===== src/rtl/addsub_share_arbiter_if.sv =====
// Request/response bundle for the shared add/sub unit. The master side is the
// requesters plus the response consumer; the slave side is the arbiter.
interface addsub_share_arbiter_if #(
    parameter int WIDTH = 4
);
    logic             req0_valid;
    logic             req0_ready;
    logic [WIDTH-1:0] req0_a;
    logic [WIDTH-1:0] req0_b;
    logic             req0_sub;

    logic             req1_valid;
    logic             req1_ready;
    logic [WIDTH-1:0] req1_a;
    logic [WIDTH-1:0] req1_b;
    logic             req1_sub;

    logic             rsp_valid;
    logic             rsp_ready;
    logic             rsp_id;
    logic [WIDTH-1:0] rsp_result;
    logic             rsp_cout;
    logic             rsp_ovf;

    modport master (
        output req0_valid, req0_a, req0_b, req0_sub,
        output req1_valid, req1_a, req1_b, req1_sub,
        output rsp_ready,
        input  req0_ready, req1_ready,
        input  rsp_valid, rsp_id, rsp_result, rsp_cout, rsp_ovf
    );

    modport slave (
        input  req0_valid, req0_a, req0_b, req0_sub,
        input  req1_valid, req1_a, req1_b, req1_sub,
        input  rsp_ready,
        output req0_ready, req1_ready,
        output rsp_valid, rsp_id, rsp_result, rsp_cout, rsp_ovf
    );
endinterface


===== src/rtl/addsub_share_arbiter.sv =====
// Round-robin arbiter sharing one registered add/sub unit between two
// requesters; IDLE -> EXEC -> RESP, one operation in flight at a time.
module addsub_share_arbiter #(
    parameter int WIDTH = 4
) (
    input  logic                  clk,
    input  logic                  rst,
    addsub_share_arbiter_if.slave bus
);
    typedef enum logic [1:0] {
        S_IDLE = 2'd0,
        S_EXEC = 2'd1,
        S_RESP = 2'd2
    } state_t;

    state_t           r_state;
    logic             r_last_grant;
    logic [WIDTH-1:0] r_a;
    logic [WIDTH-1:0] r_b;
    logic             r_sub;
    logic             r_id;

    logic             r_rsp_valid;
    logic             r_rsp_id;
    logic [WIDTH-1:0] r_rsp_result;
    logic             r_rsp_cout;
    logic             r_rsp_ovf;

    logic             w_grant_id;
    logic             w_idle;
    logic             w_ready0;
    logic             w_ready1;
    logic             w_accept;
    logic [WIDTH-1:0] w_a_sel;
    logic [WIDTH-1:0] w_b_sel;
    logic             w_sub_sel;
    logic [WIDTH-1:0] w_b_eff;
    logic [WIDTH:0]   w_sum;
    logic             w_carry_into_msb;

    // With both requesters pending, the one not served last wins.
    always_comb begin
        w_grant_id = bus.req1_valid;
        if (bus.req0_valid && bus.req1_valid) begin
            w_grant_id = ~r_last_grant;
        end
    end

    // Ready is gated by rst so it reads 0 for the whole reset interval.
    assign w_idle   = (r_state == S_IDLE) && !rst;
    assign w_ready0 = w_idle && bus.req0_valid && !w_grant_id;
    assign w_ready1 = w_idle && bus.req1_valid &&  w_grant_id;
    assign w_accept = w_ready0 || w_ready1;

    assign bus.req0_ready = w_ready0;
    assign bus.req1_ready = w_ready1;

    always_comb begin
        w_a_sel   = bus.req0_a;
        w_b_sel   = bus.req0_b;
        w_sub_sel = bus.req0_sub;
        if (w_grant_id) begin
            w_a_sel   = bus.req1_a;
            w_b_sel   = bus.req1_b;
            w_sub_sel = bus.req1_sub;
        end
    end

    // Subtraction as A + ~B + 1; the MSB carry-in is recovered from the MSB sum bit.
    assign w_b_eff          = r_b ^ {WIDTH{r_sub}};
    assign w_sum            = {1'b0, r_a} + {1'b0, w_b_eff} + {{WIDTH{1'b0}}, r_sub};
    assign w_carry_into_msb = w_sum[WIDTH-1] ^ r_a[WIDTH-1] ^ w_b_eff[WIDTH-1];

    always_ff @(posedge clk or posedge rst) begin
        if (rst) begin
            r_state      <= S_IDLE;
            r_last_grant <= 1'b1;
            r_a          <= '0;
            r_b          <= '0;
            r_sub        <= 1'b0;
            r_id         <= 1'b0;
            r_rsp_valid  <= 1'b0;
            r_rsp_id     <= 1'b0;
            r_rsp_result <= '0;
            r_rsp_cout   <= 1'b0;
            r_rsp_ovf    <= 1'b0;
        end else begin
            case (r_state)
                S_IDLE: begin
                    if (w_accept) begin
                        r_a          <= w_a_sel;
                        r_b          <= w_b_sel;
                        r_sub        <= w_sub_sel;
                        r_id         <= w_grant_id;
                        r_last_grant <= w_grant_id;
                        r_state      <= S_EXEC;
                    end
                end
                S_EXEC: begin
                    r_rsp_result <= w_sum[WIDTH-1:0];
                    r_rsp_cout   <= w_sum[WIDTH];
                    r_rsp_ovf    <= w_carry_into_msb ^ w_sum[WIDTH];
                    r_rsp_id     <= r_id;
                    r_rsp_valid  <= 1'b1;
                    r_state      <= S_RESP;
                end
                S_RESP: begin
                    if (bus.rsp_ready) begin
                        r_rsp_valid <= 1'b0;
                        r_state     <= S_IDLE;
                    end
                end
                default: begin
                    r_rsp_valid <= 1'b0;
                    r_state     <= S_IDLE;
                end
            endcase
        end
    end

    assign bus.rsp_valid  = r_rsp_valid;
    assign bus.rsp_id     = r_rsp_id;
    assign bus.rsp_result = r_rsp_result;
    assign bus.rsp_cout   = r_rsp_cout;
    assign bus.rsp_ovf    = r_rsp_ovf;
endmodule


===== src/flat_wrapper.sv =====
// flat-port wrapper written by rule: the top's interface ports become plain ports
module addsub_share_arbiter_flat 
#(
    parameter int WIDTH = 4
)
  (clk, rst, bus_req0_valid, bus_req0_a, bus_req0_b, bus_req0_sub, bus_req1_valid, bus_req1_a, bus_req1_b, bus_req1_sub, bus_rsp_ready, bus_req0_ready, bus_req1_ready, bus_rsp_valid, bus_rsp_id, bus_rsp_result, bus_rsp_cout, bus_rsp_ovf);
  addsub_share_arbiter_if #(.WIDTH(WIDTH)) bus_i ();
  input  logic clk;
  input  logic rst;
  input wire logic [$bits(bus_i.req0_valid)-1:0] bus_req0_valid;
  input wire logic [$bits(bus_i.req0_a)-1:0] bus_req0_a;
  input wire logic [$bits(bus_i.req0_b)-1:0] bus_req0_b;
  input wire logic [$bits(bus_i.req0_sub)-1:0] bus_req0_sub;
  input wire logic [$bits(bus_i.req1_valid)-1:0] bus_req1_valid;
  input wire logic [$bits(bus_i.req1_a)-1:0] bus_req1_a;
  input wire logic [$bits(bus_i.req1_b)-1:0] bus_req1_b;
  input wire logic [$bits(bus_i.req1_sub)-1:0] bus_req1_sub;
  input wire logic [$bits(bus_i.rsp_ready)-1:0] bus_rsp_ready;
  output wire logic [$bits(bus_i.req0_ready)-1:0] bus_req0_ready;
  output wire logic [$bits(bus_i.req1_ready)-1:0] bus_req1_ready;
  output wire logic [$bits(bus_i.rsp_valid)-1:0] bus_rsp_valid;
  output wire logic [$bits(bus_i.rsp_id)-1:0] bus_rsp_id;
  output wire logic [$bits(bus_i.rsp_result)-1:0] bus_rsp_result;
  output wire logic [$bits(bus_i.rsp_cout)-1:0] bus_rsp_cout;
  output wire logic [$bits(bus_i.rsp_ovf)-1:0] bus_rsp_ovf;
  assign bus_i.req0_valid = bus_req0_valid;
  assign bus_i.req0_a = bus_req0_a;
  assign bus_i.req0_b = bus_req0_b;
  assign bus_i.req0_sub = bus_req0_sub;
  assign bus_i.req1_valid = bus_req1_valid;
  assign bus_i.req1_a = bus_req1_a;
  assign bus_i.req1_b = bus_req1_b;
  assign bus_i.req1_sub = bus_req1_sub;
  assign bus_i.rsp_ready = bus_rsp_ready;
  assign bus_req0_ready = bus_i.req0_ready;
  assign bus_req1_ready = bus_i.req1_ready;
  assign bus_rsp_valid = bus_i.rsp_valid;
  assign bus_rsp_id = bus_i.rsp_id;
  assign bus_rsp_result = bus_i.rsp_result;
  assign bus_rsp_cout = bus_i.rsp_cout;
  assign bus_rsp_ovf = bus_i.rsp_ovf;
  addsub_share_arbiter #(.WIDTH(WIDTH)) u_core (.clk(clk), .rst(rst), .bus(bus_i));
endmodule

===== config.mk =====
export PLATFORM = sky130hd
export DESIGN_NAME = addsub_share_arbiter_flat
export DESIGN_NICKNAME = d
export VERILOG_FILES = /design/src/rtl/addsub_share_arbiter_if.sv /design/src/rtl/addsub_share_arbiter.sv /design/src/flat_wrapper.sv
export SDC_FILE = /design/constraint.sdc
export NUM_CORES = 1
export LEC_CHECK = 0
export ABC_CLOCK_PERIOD_IN_PS = 3010
export CAP_MARGIN = 20
export CELL_PAD_IN_SITES_DETAIL_PLACEMENT = 0
export CELL_PAD_IN_SITES_GLOBAL_PLACEMENT = 2
export CORE_MARGIN = 10
export CORE_UTILIZATION = 28
export CTS_CLUSTER_DIAMETER = 120
export DETAILED_ROUTE_END_ITERATION = 8
export GPL_TIMING_DRIVEN = 0
export PLACE_DENSITY = 0.86
export SLEW_MARGIN = 20
export SYNTH_ARGS = -nofsm -noshare
export SYNTH_HDL_FRONTEND = slang
export SYNTH_SLANG_ARGS = --single-unit

===== constraint.sdc =====
create_clock -name clk -period 3.01 [get_ports clk]
set_input_delay 0.7525 -clock clk [delete_from_list [all_inputs] [get_ports clk]]
set_output_delay 0.7525 -clock clk [all_outputs]
set_load 0.05 [all_outputs]

==> qor.log <==
qor: outcome.status finished clean
qor: layout.fin_nets 174
qor: timing.achievable-frequency 342 MHz
qor: clock_tree.clk-insertion-delay-late 0.26 ns
qor: timing.maximum_clock_skew_at_final_layout 0.00140 ns
qor: setup_path.crit_fanout 10
qor: clock_tree.clock_sink_count 21
qor: floorplanning.start_util 28.6%
qor: setup_path.critPathKind input port to primary output
qor: floorplanning.die_area 6970 um2
qor: setup_path.start_kind input port
qor: floorplanning.io_pins 33
qor: timing.worst_hold_slack_across_all_endpoints 0.479 ns
qor: timing.post-route-period-util 97.2%
qor: synth.yosys-top-cells-area sky130_fd_sc_hd__dfrtp_1 (44%), sky130_fd_sc_hd__mux2i_1 (9.8%), sky130_fd_sc_hd__a21oi_1 (5.8%)
qor: route.num_vias 878
qor: clock_tree.cts_setup_buffers 0
qor: synth.dominantRegCellSynth sky130_fd_sc_hd__dfrtp_1
qor: route.detail_route.wl_per_cell 12.4 um
qor: global_route.grt_remaining_overflow 0
qor: hold_path.hp-class flip-flop to flip-flop
qor: global_route.first_global_vias 974
qor: power_and_ir_drop.worst_voltage_drop_across_the_vdd_grid 270 uV
qor: run.maxCapViolCount 0
qor: clock_tree.clkSlewWorstSetupHoldPaths 0.08 ns
qor: synth.seq_area_frac_synth 46.7%
qor: route.drt.antenna.violating_nets 0
qor: clock_tree.cts_max_path_buffers 2
qor: synth.synth.cells.most_frequent sky130_fd_sc_hd__dfrtp_1 (20), sky130_fd_sc_hd__a21oi_1 (13), sky130_fd_sc_hd__nor2_1 (12)
qor: layout.areaGrowthSynthToFinish 38.8%
qor: power_and_ir_drop.fin_total_pwr 1.70 mW
qor: synth.netlist_instances 110
qor: global_route.grt_start_max_net_pins 22
qor: synth.synth_nets 137
qor: power_and_ir_drop.power_leakage 0.687 nW
qor: timing.grt_setup_unrepaired false
qor: route.drt-total-wl 2430 um
qor: clock_tree.cts_stage_hold_buffer_count 0
qor: synth.synthesis.area_per_instance 10.3 um2
qor: timing.worst_pin_slew 0.796 ns
qor: clock_tree.numCtsBuffers 3
qor: timing.final.setup.worst_slack 0.0847 ns
qor: clock_tree.clock-root-buffer sky130_fd_sc_hd__clkbuf_8
qor: route.drtIter0Drc 27
qor: synth.netlist_area 1130 um2
qor: setup_path.end_kind primary output
qor: synth.leading_cell_type_by_number_of_instances_after_synthesis sky130_fd_sc_hd__dfrtp_1
qor: route.vias_per_cell 4.48
qor: place.numPortBuffers 32
qor: route.detail_route.first_pass.iterations 4
qor: global_route.initial_antenna_violation_count 0
qor: timing.slew_headroom 46.9%
qor: place.last_weighted_congestion_value_of_the_routability_driven_placer 0.693
qor: synth.synth-warning-count 0
qor: timing.setup_viol_count_final 0
qor: synth.ys_ff_latch 21
qor: setup_path.arrival_time_worst_endpoint 2.17 ns
qor: layout.drive_above_1_share 11.0%
qor: place.dp.final_hpwl 1940 um
qor: floorplanning.floorplan.die.width 83.5 um
qor: timing.final-max-slew-violation-count 0
qor: synth.netlist-cell-type-count 32
qor: synth.number_of_enable_flip_flop_cells_after_synthesis 0
qor: clock_tree.htree_levels 1
qor: global_route.gr-usage-all-layers 7.13%
qor: clock_tree.cts_tree yes
qor: power_and_ir_drop.power_density 1090 nW/um2
qor: floorplanning.std_cell_core_area 3940 um2
qor: synth.synth-async-reset-ratio 100%
qor: place.placement.setup.worst_slack -0.403 ns
qor: setup_path.required 2.26 ns
qor: synth.post-synth-top-area-fraction 44.3%
qor: global_route.wire_length_of_the_first_global_routing_pass 4310 um
qor: timing.layout_min_cycle_time 2.93 ns
qor: route.remaining_drc_errors 0
qor: floorplanning.rows 23
qor: timing.totalNegativeSetupSlack 0 ns
qor: floorplanning.dieHeight 83.5 um
qor: synth.leading_area_contributor_after_synthesis sky130_fd_sc_hd__dfrtp_1
qor: layout.antenna-diode-count 0
qor: timing.hold_violations 0
[worst max-delay path: stages]
cell and delay, ns:
sky130_fd_sc_hd__clkdlybuf4s50_1 0.49, sky130_fd_sc_hd__a21boi_0 0.25, sky130_fd_sc_hd__buf_4 0.26, sky130_fd_sc_hd__nor2_1 0.07, sky130_fd_sc_hd__clkdlybuf4s15_2 0.34
[cell type report]
| cell class | count | area (um2) |
|---|---|---|
| buffer | 4 | 28.8 |
| clock buffer | 4 | 45.0 |
| fill | 386 | 2380 |
| inverter | 4 | 15.0 |
| multi-input combinational | 81 | 566 |
| sequential | 21 | 527 |
| tap | 50 | 62.6 |
| timing repair buffer | 32 | 323 |
[layer usage]
metal | vias to the layer above | part of all wire [%] | routed length [um] | global-route usage, %
li1 | 450 | - | - | -
met1 | 399 | 43 | 1050 | 7.80
met2 | 24 | 47 | 1140 | 11.7
met3 | 5 | 8.2 | 199 | 3.32
met4 | 0 | 1.4 | 34 | 2.74
met5 | - | 0 | 0 | 0
[stage by stage]
stage	cells	area (um2)	util, %
after floorplan	110	1130	-
after detailed placement	192	1510	38.3
after global placement	192	1510	38.3
after global routing	196	1570	39.7
after CTS	196	1560	39.6
final	196	1570	39.7
[kinds of logic after synthesis]
| family | synth area share [%] |
|---|---|
| simple gates | 14.2 |
| compound gates | 14.3 |
| flops | 46.7 |
| mux | 10.8 |
| buf+inv | 3.66 |
| xor+xnor | 5.32 |
| fa+ha+maj | 5.10 |
[sequential cells by signal, summed over array words and instances, names as in the netlist]
name                   flops
u_core.r_b                 4
u_core.bus.rsp_ovf         1
u_core.bus.rsp_valid       1
u_core.r_a                 4
u_core.r_id                1
u_core.bus.rsp_cout        1
u_core.r_state             2
u_core.bus.rsp_id          1
u_core.r_last_grant        1
u_core.r_sub               1
u_core.bus.rsp_result      4
[power breakdown]
group	internal (mW)	leakage, nW	switching, mW
registers	0.410	0.245	0.0916
logic	0.449	0.420	0.561
clock network	0.0944	0.0228	0.0939
[layout by cell type (no fill, tap or decap), drive strengths merged, types with 2 or more instances in the layout]
cell | netlist | layout
clkdlybuf4s50 | 0 | 30
dfrtp | 20 | 20
a21oi | 13 | 13
nor2 | 12 | 12
mux2i | 11 | 11
nand2 | 8 | 8
o21ai | 6 | 6
inv | 4 | 4
xor2 | 4 | 4
clkbuf | 0 | 4
buf | 4 | 4
a21o | 3 | 3
ha | 3 | 3
o21a | 2 | 2
xnor2 | 2 | 2
nor2b | 2 | 2
clkdlybuf4s15 | 0 | 2
and3b | 2 | 2
[worst paths after layout]
path                                                           start                              endpoint  slack (ns)  cells after the start
worst min-delay path            u_core.bus.rsp_result[3]$_DFFE_PP0P_  u_core.bus.rsp_result[3]$_DFFE_PP0P_        0.48                      1
worst max-delay path                                  bus_req1_valid                        bus_req0_ready        0.08                      5
worst min register to register  u_core.bus.rsp_result[3]$_DFFE_PP0P_  u_core.bus.rsp_result[3]$_DFFE_PP0P_        0.48                      1
min in group asynchronous                                        rst               u_core.r_id$_DFFE_PP0P_        1.01                      2
worst max register to register              u_core.r_sub$_DFFE_PP0P_        u_core.bus.rsp_ovf$_DFFE_PP0P_        0.72                      7
max in group asynchronous                                        rst       u_core.bus.rsp_cout$_DFFE_PP0P_        1.51                      2
[what timing repair did]
action | 4_1_cts | 5_1_grt
gates resized for setup | 7 | 1
hold endpoints to repair | 0 | 0
pin swaps | 0 | 0
setup endpoints to repair | 2 | 2
cloned | 0 | 0
No activity file was read; power rests on OpenSTA's default activity.
